--- src/rtl/dec_input_if.sv ---
// Processor handshake, switch/button inputs and entry outputs of dec_input.
interface dec_input_if;
  logic        rd_req;
  logic        rd_ack;
  logic [3:0]  digit_sw;
  logic        btn_digit;
  logic        btn_clear;
  logic        btn_enter;
  logic [31:0] entrada;
  logic        valid;
  logic        busy;
  logic [31:0] echo;
  logic [3:0]  digit_cnt;

  modport slave (
    input  rd_req, rd_ack, digit_sw, btn_digit, btn_clear, btn_enter,
    output entrada, valid, busy, echo, digit_cnt
  );

  modport master (
    output rd_req, rd_ack, digit_sw, btn_digit, btn_clear, btn_enter,
    input  entrada, valid, busy, echo, digit_cnt
  );
endinterface

--- src/rtl/dec_input.sv ---
// Decimal keypad entry: buttons -> sync -> (debounce) -> edge, BCD accumulator, processor handshake.
// Define DEC_INPUT_DEBOUNCE_EN to include the button debouncer; all state updates on falling sys_clock.
module dec_input #(
  parameter int unsigned DEBOUNCE_CYCLES = 50000,
  parameter int unsigned MAX_DIGITS      = 8
) (
  input  logic        sys_clock,
  input  logic        reset,
  dec_input_if.slave  bus
);

  typedef enum logic [1:0] {S_IDLE, S_ENTRY, S_VALID} state_t;

  localparam logic [3:0] MAX_D = 4'(MAX_DIGITS);

  // Button vector order: [2]=enter, [1]=clear, [0]=digit
  logic [2:0] s1_q, s1_d, s2_q, s2_d;
  logic [2:0] prev_q, prev_d, armed_q, armed_d;
  logic [1:0] fill_q, fill_d;
  logic [2:0] lvl, evt;

  always_comb begin
    s1_d    = {bus.btn_enter, bus.btn_clear, bus.btn_digit};
    s2_d    = s1_q;
    prev_d  = lvl;
    fill_d  = (fill_q == 2'd2) ? fill_q : fill_q + 2'd1;
    // A button only arms once it is seen released after the synchronizer has refilled,
    // so a press held through reset produces no event.
    armed_d = armed_q | ({3{fill_q == 2'd2}} & ~s2_q);
    evt     = lvl & ~prev_q & armed_q;
  end

  always_ff @(negedge sys_clock or posedge reset) begin
    if (reset) begin
      s1_q    <= '0;
      s2_q    <= '0;
      prev_q  <= '0;
      armed_q <= '0;
      fill_q  <= '0;
    end else begin
      s1_q    <= s1_d;
      s2_q    <= s2_d;
      prev_q  <= prev_d;
      armed_q <= armed_d;
      fill_q  <= fill_d;
    end
  end

`ifdef DEC_INPUT_DEBOUNCE_EN
  localparam int unsigned CW = (DEBOUNCE_CYCLES > 1) ? $clog2(DEBOUNCE_CYCLES) : 1;
  localparam logic [CW-1:0] DB_LAST = CW'(DEBOUNCE_CYCLES - 1);

  logic [2:0][CW-1:0] db_cnt_q, db_cnt_d;
  logic [2:0]         db_lvl_q, db_lvl_d;

  always_comb begin
    db_cnt_d = db_cnt_q;
    db_lvl_d = db_lvl_q;
    for (int unsigned i = 0; i < 3; i++) begin
      if (s2_q[i] != db_lvl_q[i]) begin
        if (db_cnt_q[i] == DB_LAST) begin
          db_lvl_d[i] = s2_q[i];
          db_cnt_d[i] = '0;
        end else begin
          db_cnt_d[i] = db_cnt_q[i] + 1'b1;
        end
      end else begin
        db_cnt_d[i] = '0;
      end
    end
  end

  always_ff @(negedge sys_clock or posedge reset) begin
    if (reset) begin
      db_cnt_q <= '0;
      db_lvl_q <= '0;
    end else begin
      db_cnt_q <= db_cnt_d;
      db_lvl_q <= db_lvl_d;
    end
  end

  assign lvl = db_lvl_q;
`else
  assign lvl = s2_q;
`endif

  state_t      state_q, state_d;
  logic [31:0] acc_q, acc_d, entrada_q, entrada_d;
  logic [3:0]  cnt_q, cnt_d;
  logic        valid_q, valid_d, busy_q, busy_d;

  always_comb begin
    state_d   = state_q;
    acc_d     = acc_q;
    cnt_d     = cnt_q;
    entrada_d = entrada_q;
    valid_d   = valid_q;
    case (state_q)
      S_IDLE: begin
        if (bus.rd_req) begin
          acc_d   = '0;
          cnt_d   = '0;
          state_d = S_ENTRY;
        end
      end
      S_ENTRY: begin
        if (evt[2]) begin
          entrada_d = acc_q;
          valid_d   = 1'b1;
          state_d   = S_VALID;
        end else if (evt[1]) begin
          acc_d = '0;
          cnt_d = '0;
        end else if (evt[0] && (bus.digit_sw <= 4'd9) && (cnt_q < MAX_D)) begin
          acc_d = acc_q * 32'd10 + {28'd0, bus.digit_sw};
          cnt_d = cnt_q + 4'd1;
        end
      end
      S_VALID: begin
        if (bus.rd_ack) begin
          valid_d = 1'b0;
          state_d = S_IDLE;
        end
      end
      default: state_d = S_IDLE;
    endcase
    busy_d = (state_d == S_ENTRY);
  end

  always_ff @(negedge sys_clock or posedge reset) begin
    if (reset) begin
      state_q   <= S_IDLE;
      acc_q     <= '0;
      cnt_q     <= '0;
      entrada_q <= '0;
      valid_q   <= 1'b0;
      busy_q    <= 1'b0;
    end else begin
      state_q   <= state_d;
      acc_q     <= acc_d;
      cnt_q     <= cnt_d;
      entrada_q <= entrada_d;
      valid_q   <= valid_d;
      busy_q    <= busy_d;
    end
  end

  assign bus.entrada   = entrada_q;
  assign bus.valid     = valid_q;
  assign bus.busy      = busy_q;
  assign bus.echo      = acc_q;
  assign bus.digit_cnt = cnt_q;

endmodule

--- src/flat_wrapper.sv ---
// flat-port wrapper written by rule: the top's interface ports become plain ports
module dec_input_flat 
#(
  parameter int unsigned DEBOUNCE_CYCLES = 50000,
  parameter int unsigned MAX_DIGITS      = 8
)
  (sys_clock, reset, bus_rd_req, bus_rd_ack, bus_digit_sw, bus_btn_digit, bus_btn_clear, bus_btn_enter, bus_entrada, bus_valid, bus_busy, bus_echo, bus_digit_cnt);
  dec_input_if bus_i ();
  input  logic sys_clock;
  input  logic reset;
  input wire logic [$bits(bus_i.rd_req)-1:0] bus_rd_req;
  input wire logic [$bits(bus_i.rd_ack)-1:0] bus_rd_ack;
  input wire logic [$bits(bus_i.digit_sw)-1:0] bus_digit_sw;
  input wire logic [$bits(bus_i.btn_digit)-1:0] bus_btn_digit;
  input wire logic [$bits(bus_i.btn_clear)-1:0] bus_btn_clear;
  input wire logic [$bits(bus_i.btn_enter)-1:0] bus_btn_enter;
  output wire logic [$bits(bus_i.entrada)-1:0] bus_entrada;
  output wire logic [$bits(bus_i.valid)-1:0] bus_valid;
  output wire logic [$bits(bus_i.busy)-1:0] bus_busy;
  output wire logic [$bits(bus_i.echo)-1:0] bus_echo;
  output wire logic [$bits(bus_i.digit_cnt)-1:0] bus_digit_cnt;
  assign bus_i.rd_req = bus_rd_req;
  assign bus_i.rd_ack = bus_rd_ack;
  assign bus_i.digit_sw = bus_digit_sw;
  assign bus_i.btn_digit = bus_btn_digit;
  assign bus_i.btn_clear = bus_btn_clear;
  assign bus_i.btn_enter = bus_btn_enter;
  assign bus_entrada = bus_i.entrada;
  assign bus_valid = bus_i.valid;
  assign bus_busy = bus_i.busy;
  assign bus_echo = bus_i.echo;
  assign bus_digit_cnt = bus_i.digit_cnt;
  dec_input #(.DEBOUNCE_CYCLES(DEBOUNCE_CYCLES), .MAX_DIGITS(MAX_DIGITS)) u_core (.sys_clock(sys_clock), .reset(reset), .bus(bus_i));
endmodule
--- config.mk ---
export PLATFORM = sky130hd
export DESIGN_NAME = dec_input_flat
export DESIGN_NICKNAME = d
export VERILOG_FILES = /design/src/rtl/dec_input_if.sv /design/src/rtl/dec_input.sv /design/src/flat_wrapper.sv
export SDC_FILE = /design/constraint.sdc
export NUM_CORES = 1
export LEC_CHECK = 0
export CORE_AREA = 2 2 121 123
export CTS_CLUSTER_DIAMETER = 100
export CTS_CLUSTER_SIZE = 16
export DETAILED_ROUTE_END_ITERATION = 8
export DIE_AREA = 0 0 123 125
export PLACE_DENSITY = 0.63
export SYNTH_ARGS = -nofsm -noshare
export SYNTH_HDL_FRONTEND = slang
export SYNTH_SLANG_ARGS = --single-unit
--- constraint.sdc ---
create_clock -name sys_clock -period 4.85 [get_ports sys_clock]
set_input_delay 1.2125 -clock sys_clock [delete_from_list [all_inputs] [get_ports sys_clock]]
set_output_delay 1.2125 -clock sys_clock [all_outputs]
set_load 0.05 [all_outputs]
Yosys cells after proc, flatten, opt, wreduce, memory -nomap -nowiden
Cells that the tools add are included.

Register bits: 86. Input port bits: 11. Output and inout port bits: 70. Word-level logic and storage cells: 57.

$add $sub $neg: 3. $mul: 1. $lt $le $gt $ge: 2. Eq/ne operators: 9. Muxes and demuxes: 17. Bitwise gates (word level): 6. Reduce and logical (&&, ||, !) cells: 8.

Operators with widths (number): 32-bit two-way mux (4); 32-bit case mux with 2 select lines (1); 32-bit by 4-bit adder with 32-bit output (1); 32-bit by 3-bit multiplier with 31-bit output (second input constant) (1); 4-bit two-way mux (4); 3-bit AND (3); 4-bit case mux with 2 select lines (1); 2-bit two-way mux (3); 2-bit != test (second input constant) (3); 3-bit inverter (2); 2-bit case mux with 3 select lines (1); 4-bit by 1-bit adder with 4-bit output (second input constant) (1); 2-bit by 1-bit == test with 1-bit output (second input constant) (2); 2-bit == test (second input constant) (2); 4-bit less-or-equal comparator (second input constant) (1); 4-bit < comparator (second input constant) (1); 4-bit AND reduction (1); 2-bit nonzero test (2); 3-bit by 1-bit != test with 1-bit output (second input constant) (1); 3-bit OR (1); 3-bit AND reduction (1); 2-bit by 1-bit adder with 2-bit output (second input constant) (1); 1-bit logical AND (2); 2-bit logical NOT (1); 4 further kinds (5).

Depth between registers and ports, before layout
Gate-level depths: netlist of the first run.

Depth after elaboration: 9. Mapped depth: 12. Gate-level depth less buffers: 12.

==> out/metrics.csv, run 1 <==
stage,metric,value,unit
run_status,status,finished with violations,
run_status,violations,setup timing,
timing,setup_violations,22,
setup_path,start_kind,input pin,
pwr,p_leak,4.05,nW
clock_network,ctsHoldBuffers,0,
synthesis,syn-cell-area,0.00620,mm²
setup_path,cpPeakStageDelay,0.35,ns
floorplanning,die_h,125,µm
setup_path,critPathArrivalTime,3.13,ns
pwr,p_per_area,493,mW/mm²
route,drc,0,
layout,layout-drive-gt1-share,0.303,
layout,syn2layout_area_growth,40.1,%
timing,setup_slack,-0.496,ns
clock_network,cts-root-buf,clkbuf_16,
floorplanning,start_util,0.436,
setup_path,crit_chain,buf_6 -> ha_4 -> fa_2 -> a21o_1 -> and3b_1 -> nand2_2 -> nor4_4 -> nand4_4 -> nor4_4 -> a211oi_2 -> a211o_1,
grt,grt_pass1_wl,27800,µm
floorplanning,io_pins,81,
grt,grt_pass1_vias,5525,
setup_path,worst_setup_path_end_kind,flip-flop,
clock_network,clk_pin_slew,0.05,ns
timing,finalHoldViolCount,0,
synthesis,ys_seq_area_frac,0.347,
clock_network,cts_buffer_depth,2,
synthesis,ys_warn_count,0,
synthesis,synthCells,642,
clock_network,htree_levels,3,
route,ant_nets,0,
place,port_buffers,80,
grt,grtUsageTotal,0.228,
setup_path,crit_family,simple AND/OR/NAND/NOR gates,
grt,grt-ovfl-total,0,
route,wirelength,16900,µm
setup_path,crit_slowest_cell,nor4_4,
setup_path,cp_max_fo,3,
timing,worst_slew_pin_slew,0.787,ns
timing,finClkSkew,0.00941,ns
flow_run,cap_violations,0,
floorplanning,die_w,123,µm
floorplanning,core,0.0142,mm²
floorplanning,rows,44,
route,via_count,5446,
timing,rsz0062_at_grt,true,
synthesis,ys.flop_type,dfrtn_1,
synthesis,synth_top_area_frac,0.347,
grt,grt_max_degree,45,
synthesis,synth_nets,715,
timing,holdWs,0.299,ns
synthesis,synth_edf_count,0,
synthesis,synth.distinct_cells,80,
route,wl_per_cell,17.9,µm
layout,diodes,0,
grt,antenna_found_initial,0,
layout,layout.nets,824,
setup_path,critPathKind,in -> reg,
route,drt_iter0_markers,340,
synthesis,async_reset_ff_frac,1.00,
worst_hold_path,min_path_type,reg -> reg,
clock_network,insertion_delay,0.36,ns
synthesis,netlist_top_cells_area,"dfrtn_1 (35%), ha_1 (12%), mux2_2 (6.0%)",
synthesis,yosysMostFrequentCell,dfrtn_1,
synthesis,ys_ff_latch,86,
setup_path,critPathMostFrequentCell,nor4_4,
clock_network,numCtsBuffers,9,
timing,slew_headroom,0.470,
setup_path,path_buf_inv,1,
clock_network,clock_sinks,86,
place,hpwl,12800,µm
pwr,ir_worst_vdd,0.000369,V
timing,drv_slew,0,
route,drtPass1Iterations,4,
synthesis,synth_top_area_cell,dfrtn_1,
place,gp_congestion,0.900,
synthesis,synth_common_cells,"dfrtn_1 (86), nand2_1 (78), ha_1 (60)",
setup_path,required,2.63,ns
clock_network,cts_tree,yes,
route,viasPerCell,5.79,
synthesis,avgSynthCellArea,9.66,µm²
floorplanning,die-area,0.0154,mm²
pwr,power,0.00428,W
==> metrics by stage <==
step	TNS (ns)	setup slack, ns	utilization	instances	area [µm²]
4_1_cts	-9.55	-0.582	0.605	936	8590
3_3_place_gp	-31.86	-1.30	0.572	915	8120
3_5_place_dp	-32.54	-1.35	0.572	915	8120
5_1_grt	-9.65	-0.570	0.612	940	8690
2_1_floorplan	-11.40	-0.768	-	642	6230
6_report	-7.52	-0.496	0.612	940	8690
==> flip-flops by register name (all words and copies together), names as in the netlist, 3 cells and up <==
| signal | cells |
|---|---|
| u_core.armed_q | 3 |
| u_core.lvl | 3 |
| u_core.prev_q | 3 |
| u_core.bus.entrada | 32 |
| u_core.bus.digit_cnt | 4 |
| u_core.bus.echo | 32 |
| u_core.s1_q | 3 |
==> path summary, 6_finish.rpt <==
path                                                start                               to  cells after the start  slack, ns
setup / recovery                          bus_digit_sw[1]  u_core.bus.echo[31]$_DFFE_NP0P_                     11      -0.50
hold / removal                   u_core.s1_q[0]$_DFF_NP0_          u_core.lvl[0]$_DFF_NP0_                      0       0.30
setup reg to reg           u_core.bus.echo[3]$_DFFE_NP0P_  u_core.bus.echo[28]$_DFFE_NP0P_                     12       0.34
hold reg to reg                  u_core.s1_q[0]$_DFF_NP0_          u_core.lvl[0]$_DFF_NP0_                      0       0.30
max in group asynchronous                           reset  u_core.bus.echo[13]$_DFFE_NP0P_                      3       0.96
min in group asynchronous                           reset     u_core.bus.valid$_DFFE_NP0P_                      3       3.61
==> metal layers <==
layer / global-route usage / vias up / share of wire
met5: 0 / - / 0
met2: 0.366 / 122 / 0.49
met4: 0.0896 / 0 / 0.025
li1: - / 2602 / -
met1: 0.305 / 2695 / 0.45
met3: 0.0415 / 27 / 0.038
==> worst register-to-register path: stages (launching register included) <==
cell and delay, ns:
dfrtn_1 0.55, ha_1 0.30, ha_1 0.25, fa_1 0.41, nand3_1 0.26, a21oi_1 0.16
o2111a_2 0.30, o21ai_0 0.58, a21boi_0 0.23, o311ai_2 0.64, nor2_1 0.22, and3_1 0.21
a211o_1 0.26
==> where the power goes <==
| group | switching [W] | total, W | internal (W) |
|---|---|---|---|
| sequential | 0.000227 | 0.00111 | 0.000881 |
| combinational | 0.00139 | 0.00250 | 0.00111 |
| clock | 0.000319 | 0.000671 | 0.000351 |
| total | 0.00194 | 0.00428 | 0.00234 |
==> cell families (layout without fill, tap and decap cells) <==
| family | count (synthesis) | after routing | share of synthesized area |
|---|---|---|---|
| compound gates | 173 | 173 | 0.191 |
| xor+xnor | 37 | 37 | 0.0523 |
| simple gates | 211 | 211 | 0.188 |
| flops | 86 | 86 | 0.347 |
| mux | 35 | 35 | 0.0632 |
| buf+inv | 38 | 152 | 0.0315 |
| fa+ha+maj | 62 | 62 | 0.128 |
==> placed cells by master, fill, tap and decap left out, types with 4 or more instances in the layout <==
cell type        netlist  routed
nand4_1               10      10
a211oi_1               9       6
nor2_1                36      30
a211o_1                4       4
o31ai_1                7       7
nand2_1               78      75
buf_4                  3      31
clkbuf_16              0       9
nor2_2                 0       4
o21ai_1                6      20
buf_6                  1       8
a21o_1                13      13
nor3_1                13      10
o211ai_1               7       7
or3_1                  8       8
nand2_2                2       5
ha_1                  60      57
xnor2_1               21      19
mux2_2                33      33
inv_1                 14      13
o21bai_1               7       7
a31oi_1                7       7
xor2_1                16      14
nor3_4                 1       5
a211oi_2               1       4
o21a_1                 5       5
buf_12                 0      74
nand3_1               18      16
o21ai_0               45      30
and2_1                 4       4
a21oi_1               34      30
clkdlybuf4s50_1        0       6
a21oi_2                0       4
dfrtn_1               86      86
==> final cells by class <==
cell class	count	area, µm²
Clock buffer	10	229
Timing Repair Buffer	122	1900
Clock inverter	6	43.8
Tap cell	184	230
Inverter	14	56.3
Sequential cell	86	2150
Fill cell	1195	5520
Multi-Input combinational cell	518	4080
==> timing repair <==
action	4_1_cts	5_1_grt
pin swaps	29	22
endpoints found under the setup margin	35	37
gates resized for setup	50	22
gates cloned	0	0
buffers inserted	6	4
Power figures use the tool's default switching activity.
==> run 2, diff against run 1 <==
- CAP_MARGIN: not set -> 20
- CORE_AREA: 2 2 121 123 -> 2 2 139 107
- DIE_AREA: 0 0 123 125 -> 0 0 141 109
==> run 2 against run 1 <==
- the flow still finishes with violations (setup timing)
- clock-buffer cell count shrank 1
- utilization rose by 0.77 points
- setup slack got worse by 0.035 ns
- sequential share of layout area shrank 0.16 points
- non-clock buffer count increased by 9
- register-to-register slack better by 0.25 ns
- via count up 0.35%
- power rose by 1.4%
- largest cell class unchanged
==> out/metrics.csv, run 2 (synthesis results as in run 1) <==
stage,metric,value,unit
route,drt_iter0_markers,383,
timing,finClkSkew,0.00356,ns
clock_network,numCtsBuffers,9,
setup_path,crit_path_start,bus_digit_sw[1],
setup_path,r2r_start,u_core.bus.echo[1]$_DFFE_NP0P_,
clock_network,clock_sinks,86,
pwr,ir_worst_vdd,0.000396,V
pwr,p_per_area,496,mW/mm²
timing,setup_violations,24,
place,gp_congestion,0.863,
layout,layout-drive-gt1-share,0.303,
layout,layout.nets,833,
setup_path,worst_setup_path_end_kind,flip-flop,
layout,final_cell_mix,"dfrtn_1 (86), nand2_1 (75), buf_12 (75)",
route,wirelength,17200,µm
floorplanning,start_util,0.439,
clock_network,cts-root-buf,clkbuf_16,
layout,final_common_cell,dfrtn_1,
route,drtPass1Iterations,7,
grt,antenna_found_initial,0,
route,drc,0,
layout,fillers,1141,
place,dpl_cell_area,0.00811,mm²
floorplanning,io_pins,81,
timing,slew_headroom,0.455,
grt,grt_pass1_wl,28300,µm
run_status,violations,setup timing,
timing,rsz0062_at_grt,true,
setup_path,required,2.63,ns
timing,worst_slew_pin_slew,0.812,ns
layout,fin_area,0.00874,mm²
floorplanning,die_h,109,µm
setup_path,r2r_end,u_core.bus.echo[31]$_DFFE_NP0P_,
setup_path,start_kind,input pin,
run_status,status,finished with violations,
route,wl_per_cell,18.2,µm
layout,syn2layout_area_growth,41.0,%
setup_path,crit_end,u_core.bus.echo[31]$_DFFE_NP0P_,
clock_network,htree_levels,3,
timing,drv_slew,0,
grt,grt-ovfl-total,0,
clock_network,clk_pin_slew,0.05,ns
floorplanning,die-area,0.0154,mm²
flow_run,cap_violations,0,
grt,grt_pass1_vias,5472,
clock_network,cts_tree,yes,
setup_path,cp_max_fo,3,
route,via_count,5465,
place,port_buffers,80,
clock_network,cts_buffer_depth,2,
timing,finalHoldViolCount,0,
setup_path,rrSetupSlack,0.59,ns
grt,grt_max_degree,42,
clock_network,insertion_delay,0.36,ns
setup_path,critPathKind,in -> reg,
place,hpwl,13000,µm
floorplanning,die_w,141,µm
route,viasPerCell,5.78,
floorplanning,core,0.0141,mm²
setup_path,r2r_cells,14,
layout,final_util,0.619,
timing,setup_slack,-0.530,ns
worst_hold_path,min-delay-start,u_core.s1_q[0]$_DFF_NP0_,
setup_path,critPathArrivalTime,3.16,ns
pwr,p_leak,4.06,nW
floorplanning,rows,38,
route,ant_nets,0,
grt,grtUsageTotal,0.235,
worst_hold_path,min_path_type,reg -> reg,
run 2: cell types whose count changed in the layout (fill, tap and decap cells not counted), sizes merged:
cell,before,now
buf,115,123
bufinv,0,1
clkdlybuf4s50,6,7
clkinvlp,2,1
diode,0,1
dlymetal6s2s,1,0
inv,16,17
run 2: cell type report:
class	instances	area (µm²)	area share
Sequential cell	86	2150	0.246
Clock buffer	9	225	0.0258
Antenna cell	1	2.50	0.000286
Clock inverter	7	77.6	0.00887
Inverter	14	56.3	0.00644
Timing Repair Buffer	131	1970	0.225
Tap cell	180	225	0.0258
Multi-Input combinational cell	518	4040	0.462
run 2: report_power, final:
| part | internal [W] | total (W) | switching [W] |
|---|---|---|---|
| clock network | 0.000407 | 0.000728 | 0.000321 |
| logic | 0.00112 | 0.00251 | 0.00139 |
| registers | 0.000881 | 0.00110 | 0.000222 |
run 2: worst min-delay path by stage:
stage / depth (start not counted) / to
after global routing: 0 / u_core.lvl[0]$_DFF_NP0_
after detailed placement: 0 / u_core.lvl[0]$_DFF_NP0_
after floorplan: 0 / u_core.lvl[0]$_DFF_NP0_
after CTS: 0 / u_core.lvl[0]$_DFF_NP0_
final: 0 / u_core.lvl[0]$_DFF_NP0_
after global placement: 0 / u_core.lvl[1]$_DFF_NP0_
run 2: critical path, cell delays in order:
cell and delay (ns):
buf_8 0.10, ha_4 0.15, fa_2 0.33, a21o_1 0.19, and3b_2 0.23, nand2_2 0.10, nor4_4 0.05, nand4_4 0.12
nor4_4 0.05, buf_4 0.15, and4_1 0.19, a211o_1 0.26
run 2: metal layers:
layer  global-route usage  part of all wire  up-vias
met5                    0                 0        -
met4               0.0614             0.016        0
met3               0.0624             0.063       27
met2                0.368              0.45      181
met1                0.326              0.47     2634
li1                     -                 -     2623
run 2: what timing repair did:
item	in CTS	in global routing
resized for setup	44	19
setup endpoints to repair	35	37
hold buffers	0	0
buffers inserted	13	7
pin swaps	17	21
run 2: stage by stage:
| stage | hold WS [ns] | worst slack (ns) | std cells | power (W) | setup TNS [ns] |
|---|---|---|---|---|---|
| floorplan | 0.292 | -0.768 | 642 | 0.00250 | -11.40 |
| global placement | 0.302 | -1.32 | 911 | 0.00343 | -31.75 |
| detailed placement | 0.306 | -1.38 | 911 | 0.00346 | -32.25 |
| CTS | 0.306 | -0.609 | 939 | 0.00430 | -8.72 |
| global route | 0.313 | -0.649 | 945 | 0.00458 | -10.64 |
| finish | 0.305 | -0.530 | 946 | 0.00434 | -8.11 |
==> run 3, diff against run 2 <==
- MAX_ROUTING_LAYER: not set -> met4
- SETUP_SLACK_MARGIN: not set -> 0.3
- SLEW_MARGIN: not set -> 20
==> run 3 against run 2 <==
- the flow still finishes with violations (setup timing)
- sequential share of layout area is 1.5 points lower
- first-iteration DRC count grew 25%
- clock skew rose by 0.0029 ns
- critical path type unchanged
- largest cell class unchanged
==> out/metrics.csv, run 3 (synthesis results as in run 1) <==
stage,metric,value,unit
setup_path,worst_setup_path_end_kind,flip-flop,
run_status,status,finished with violations,
timing,rsz0062_at_grt,true,
layout,diodes,0,
setup_path,critPathArrivalTime,3.31,ns
floorplanning,die-area,0.0154,mm²
layout,fillers,1073,
layout,layout-drive-gt1-share,0.367,
grt,grt_pass1_vias,5674,
route,drtPass1Iterations,6,
run_status,violations,setup timing,
floorplanning,die_h,109,µm
route,ant_nets,0,
route,drc,0,
grt,antenna_found_initial,0,
route,drt_iter0_markers,478,
setup_path,r2r_cells,13,
flow_run,cap_violations,0,
timing,setup_slack,-0.528,ns
setup_path,critPathKind,in -> reg,
timing,drv_slew,0,
clock_network,clock_sinks,86,
worst_hold_path,min_path_cells,0,
timing,slew_headroom,0.362,
route,wirelength,18600,µm
timing,finalHoldViolCount,0,
clock_network,insertion_delay,0.36,ns
timing,holdWs,0.301,ns
grt,grt_pass1_wl,29400,µm
worst_hold_path,min_path_type,reg -> reg,
clock_network,numCtsBuffers,9,
timing,worst_slew_pin_slew,0.950,ns
layout,layout.nets,879,
layout,final_util,0.660,
route,viasPerCell,5.81,
pwr,ir_worst_vdd,0.000420,V
setup_path,cp_max_fo,4,
clock_network,cts-root-buf,clkbuf_16,
layout,syn2layout_area_growth,50.3,%
grt,grt-ovfl-total,0,
pwr,power,0.00470,W
setup_path,required,2.79,ns
clock_network,cts_tree,yes,
route,via_count,5755,
timing,setup_violations,25,
pwr,p_leak,4.45,nW
place,port_buffers,80,
pwr,p_per_area,505,mW/mm²
grt,grtUsageTotal,0.253,
clock_network,htree_levels,3,
place,dpl_cell_area,0.00810,mm²
floorplanning,die_w,141,µm
floorplanning,io_pins,81,
layout,fin_area,0.00932,mm²
setup_path,start_kind,input pin,
floorplanning,core,0.0141,mm²
floorplanning,start_util,0.439,
layout,final_cell_mix,"dfrtn_1 (86), buf_4 (83), nand2_1 (72), buf_12 (72), ha_1 (57)",
place,gp_congestion,0.889,
layout,final_common_cell,dfrtn_1,
grt,grt_max_degree,74,
place,hpwl,12800,µm
floorplanning,rows,38,
timing,finClkSkew,0.00647,ns
clock_network,clk_pin_slew,0.05,ns
clock_network,ctsHoldBuffers,0,
clock_network,cts_buffer_depth,2,
route,wl_per_cell,18.7,µm
==> run 3: changes by cell type in the layout (fill, tap and decap cells not counted), moves of 4 or more <==
| cell | before | now |
|---|---|---|
| buf_4 | 40 | 83 |
| buf_6 | 5 | 10 |
| o21ai_0 | 33 | 23 |
| o21ai_1 | 18 | 26 |
| xor2_1 | 15 | 11 |
| xor2_2 | 1 | 5 |
==> run 3: area by class of cell <==
class | instances | area, µm² | area share
clock inverter | 6 | 77.6 | 0.00832
tap | 180 | 225 | 0.0242
timing repair buffer | 177 | 2350 | 0.252
clock buffer | 10 | 239 | 0.0256
inverter | 14 | 56.3 | 0.00604
sequential | 86 | 2150 | 0.231
multi-input combinational | 518 | 4220 | 0.453
==> run 3: metal layers <==
metal	global-route usage	wire [µm]	part of all wire	up-vias
li1	-	-	-	2706
met1	0.344	8800	0.47	2835
met2	0.381	8440	0.45	190
met3	0.0536	996	0.054	24
met4	0.0779	320	0.017	0
met5	-	0	0	-
==> run 3: power breakdown <==
group / switching, W / total [W] / internal, W
sequential: 0.000173 / 0.00106 / 0.000882
combinational: 0.00159 / 0.00290 / 0.00131
clock: 0.000324 / 0.000745 / 0.000422
total: 0.00208 / 0.00470 / 0.00262
==> run 3: path summary, 6_finish.rpt <==
path / start / slack (ns) / to
min: u_core.s1_q[2]$_DFF_NP0_ / 0.30 / u_core.lvl[2]$_DFF_NP0_
min in group asynchronous: reset / 3.58 / u_core.bus.entrada[24]$_DFFE_NP0P_
max reg2reg: u_core.bus.echo[1]$_DFFE_NP0P_ / 0.36 / u_core.bus.echo[28]$_DFFE_NP0P_
min reg2reg: u_core.s1_q[2]$_DFF_NP0_ / 0.30 / u_core.lvl[2]$_DFF_NP0_
max in group asynchronous: reset / 0.85 / u_core.bus.echo[13]$_DFFE_NP0P_
max: bus_digit_sw[1] / -0.53 / u_core.bus.echo[29]$_DFFE_NP0P_
==> run 3: metrics by stage <==
| step | cells | setup TNS [ns] | setup slack (ns) |
|---|---|---|---|
| 2_1_floorplan | 642 | -11.39 | -0.768 |
| 3_3_place_gp | 911 | -31.50 | -1.29 |
| 5_1_grt | 991 | -10.42 | -0.621 |
| 3_5_place_dp | 911 | -32.39 | -1.35 |
| 4_1_cts | 970 | -7.98 | -0.611 |
| 6_report | 991 | -8.07 | -0.528 |
==> run 3: what timing repair did <==
item                       4_1_cts  5_1_grt
gates resized for setup         47       59
cloned                           1        2
setup buffers                   42       19
pin swaps                       12       30
setup endpoints to repair      106      105
==> run 3: critical path, stage by stage <==
cell and delay, ns:
buf_8 0.08, ha_4 0.13, fa_2 0.22, a21o_1 0.13, and3b_1 0.20, nand2_2 0.10
nor4_4 0.27, nand4_4 0.19, nor3_4 0.31, buf_4 0.16, nand3_1 0.08, o211ai_1 0.23
==> RTL change: new RTL, settings of run 1 <==
Re-encode `state_t` (3 states) as one-hot, 3 bits wide.
--- a/src/rtl/dec_input.sv
+++ b/src/rtl/dec_input.sv
@@ -10,5 +10,5 @@
 );
 
-  typedef enum logic [1:0] {S_IDLE, S_ENTRY, S_VALID} state_t;
+  typedef enum logic [2:0] {S_IDLE = 3'b001, S_ENTRY = 3'b010, S_VALID = 3'b100} state_t;
 
   localparam logic [3:0] MAX_D = 4'(MAX_DIGITS);
Formal check against the unedited RTL: no difference found for any inputs over 4 cycles, from zero or initial values and one cycle with reset high; so few cycles prove little.
==> RTL change against run 1 <==
  * The run still ends with negative setup slack left
  * Die area stayed put
  * Cell area is 3.1% lower
  * Register-to-register slack better by 0.07 ns
  * Routed wire length is 7.7% lower
  * Setup slack better by 0.089 ns
  * Utilization is 1.9 points lower
  * Non-clock buffer count is 3 lower
  * Synthesized area is 6.6% lower
  * Sequential cell count is 1 higher
  * Critical path type unchanged
Power is not compared: it rests on default switching activity, and its combinational part moved more than twofold at a synthesized area within 25%.
==> RTL change: results (changes against run 1) <==
.. list-table::
   :header-rows: 1

   * - Metric
     - Value
   * - Wire length of the first global-routing pass
     - 25650 µm (was 27790 µm)
   * - Peak per-stage delay on the critical path
     - 0.46 ns (was 0.35 ns)
   * - CTS root buffer
     - sky130_fd_sc_hd__clkbuf_16 (unchanged)
   * - Worst hold-check path type
     - reg2reg (unchanged)
   * - Post-synthesis share of cell area spent on xor and xnor gates
     - 7.711% (was 5.227%)
   * - Setup tns final
     - -5.709 ns (was -7.520 ns)
   * - Slack of the critical path
     - -0.4071 ns (was -0.4956 ns)
   * - Setup slack of the most critical reg-to-reg path
     - 0.41 ns (was 0.34 ns)
   * - Number of optimization iterations in the first detailed-route pass
     - 4 (unchanged)
   * - Worst Reg2Reg Path Length in Cells
     - 13 (was 12)
   * - Share of layout cells above drive strength 1
     - 28.37% (was 30.29%)
   * - Violation count after the first detailed-routing iteration
     - 296 (was 340)
   * - Worst skew pair latency
     - 0.41 ns (was 0.36 ns)
   * - Netlist cell types
     - 59 (was 80)
   * - Multiplexer share of the synthesized area
     - 6.566% (was 6.317%)
   * - Count of nets after finishing
     - 787 (was 824)
   * - Endpoint arrival time on the critical path
     - 3.04 ns (was 3.13 ns)
   * - Leading post-synthesis cells by cell area
     - sky130_fd_sc_hd__dfrtn_1, sky130_fd_sc_hd__ha_1, sky130_fd_sc_hd__mux2_2 (unchanged)
   * - Final setup vio count
     - 19 (was 22)
   * - Relative slew margins
     - 32.25% (was 47.00%)
   * - Mapped Nets
     - 679 (was 715)
   * - TritonCTS Buffers
     - 9 (unchanged)
   * - Placer congestion estimate
     - 0.9046 (was 0.9003)
   * - Cell with the largest stage delay on the worst path
     - sky130_fd_sc_hd__or4_4 (was sky130_fd_sc_hd__nor4_4)
   * - Post-synth top cells
     - sky130_fd_sc_hd__dfrtn_1, sky130_fd_sc_hd__nand2_1, sky130_fd_sc_hd__ha_1 (unchanged)
   * - Worst setup skew after layout
     - 0.05696 ns (was 0.009408 ns)
   * - Overall routing resource usage
     - 21.20% (was 22.84%)
   * - Worst setup slack before clock tree synthesis
     - -1.448 ns (was -1.347 ns)
   * - Largest net degree at the start of global routing
     - 43 (was 45)
   * - Area fraction in compound gates after synthesis
     - 16.03% (was 19.07%)
   * - Sequential cell area fraction in the yosys report
     - 37.60% (was 34.71%)
   * - Reg2reg start
     - u_core.bus.echo[2] (was u_core.bus.echo[3])
   * - Hpwl dp
     - 11300 µm (was 12810 µm)
   * - Failing checks
     - negative setup slack (unchanged)
   * - Number of vias after detailed routing
     - 4946 (was 5446)
   * - Peak supply drop
     - 0.2498 mV
   * - Status
     - finished, violations left (unchanged)
   * - Routed wire length
     - 15550 µm (was 16860 µm)
   * - Via count of the first global-routing pass
     - 5109 (was 5525)
   * - Fraction of the mapped netlist area in adder cells
     - 13.65% (was 12.75%)
==> RTL change: cell count changes in the layout (fill, tap and decap cells not counted), sizes merged, moves of 4 or more <==
cell    delta
a211o      -5
xor2       +5
a31oi      -4
o21bai     -5
xnor2      +6
and2       -4
o21a       +9
nand4      -4
a211oi     -4
a21o       -4
buf        -6
==> RTL change: routing by layer <==
layer  track usage [%]  routed length [µm]
met5                 0                   0
met4             6.684                 280
met2             35.49                7821
met3             3.786                 588
met1             27.71                6864
==> RTL change: layout make-up <==
class	instances	area [µm²]
clock buffer	9	225.2
clock inverter	8	106.4
fill	1208	5789
inverter	10	41.29
multi-input combinational	486	3699
sequential	87	2178
tap	184	230.2
timing repair buffer	119	1934
==> RTL change: through the flow <==
step	hold WS (ns)	instances	instance area [µm²]	utilization, %
floorplan	0.2917	606	5868	-
finish	0.2975	903	8414	59.24
global placement	0.2968	874	7754	54.59
detailed placement	0.3008	874	7754	54.59
CTS	0.3006	899	8284	58.32
global route	0.3095	903	8414	59.24
==> RTL change: where the power goes <==
group / switching [mW] / internal (mW)
registers: 0.0569 / 0.775
logic: 0.379 / 0.328
clock network: 0.325 / 0.460
==> RTL change: kinds of logic after synthesis <==
| kind of cell | Yosys count |
|---|---|
| xor+xnor | 48 |
| simple gates | 195 |
| compound gates | 147 |
| mux | 34 |
| flops | 87 |
| buf+inv | 33 |
| fa+ha+maj | 62 |
==> RTL change: timing repair <==
item / CTS / global route
cloned: 1 / 2
buffers inserted: 18 / 4
setup endpoints to repair: 34 / 34
gates resized for setup: 45 / 19
pin swaps: 25 / 13
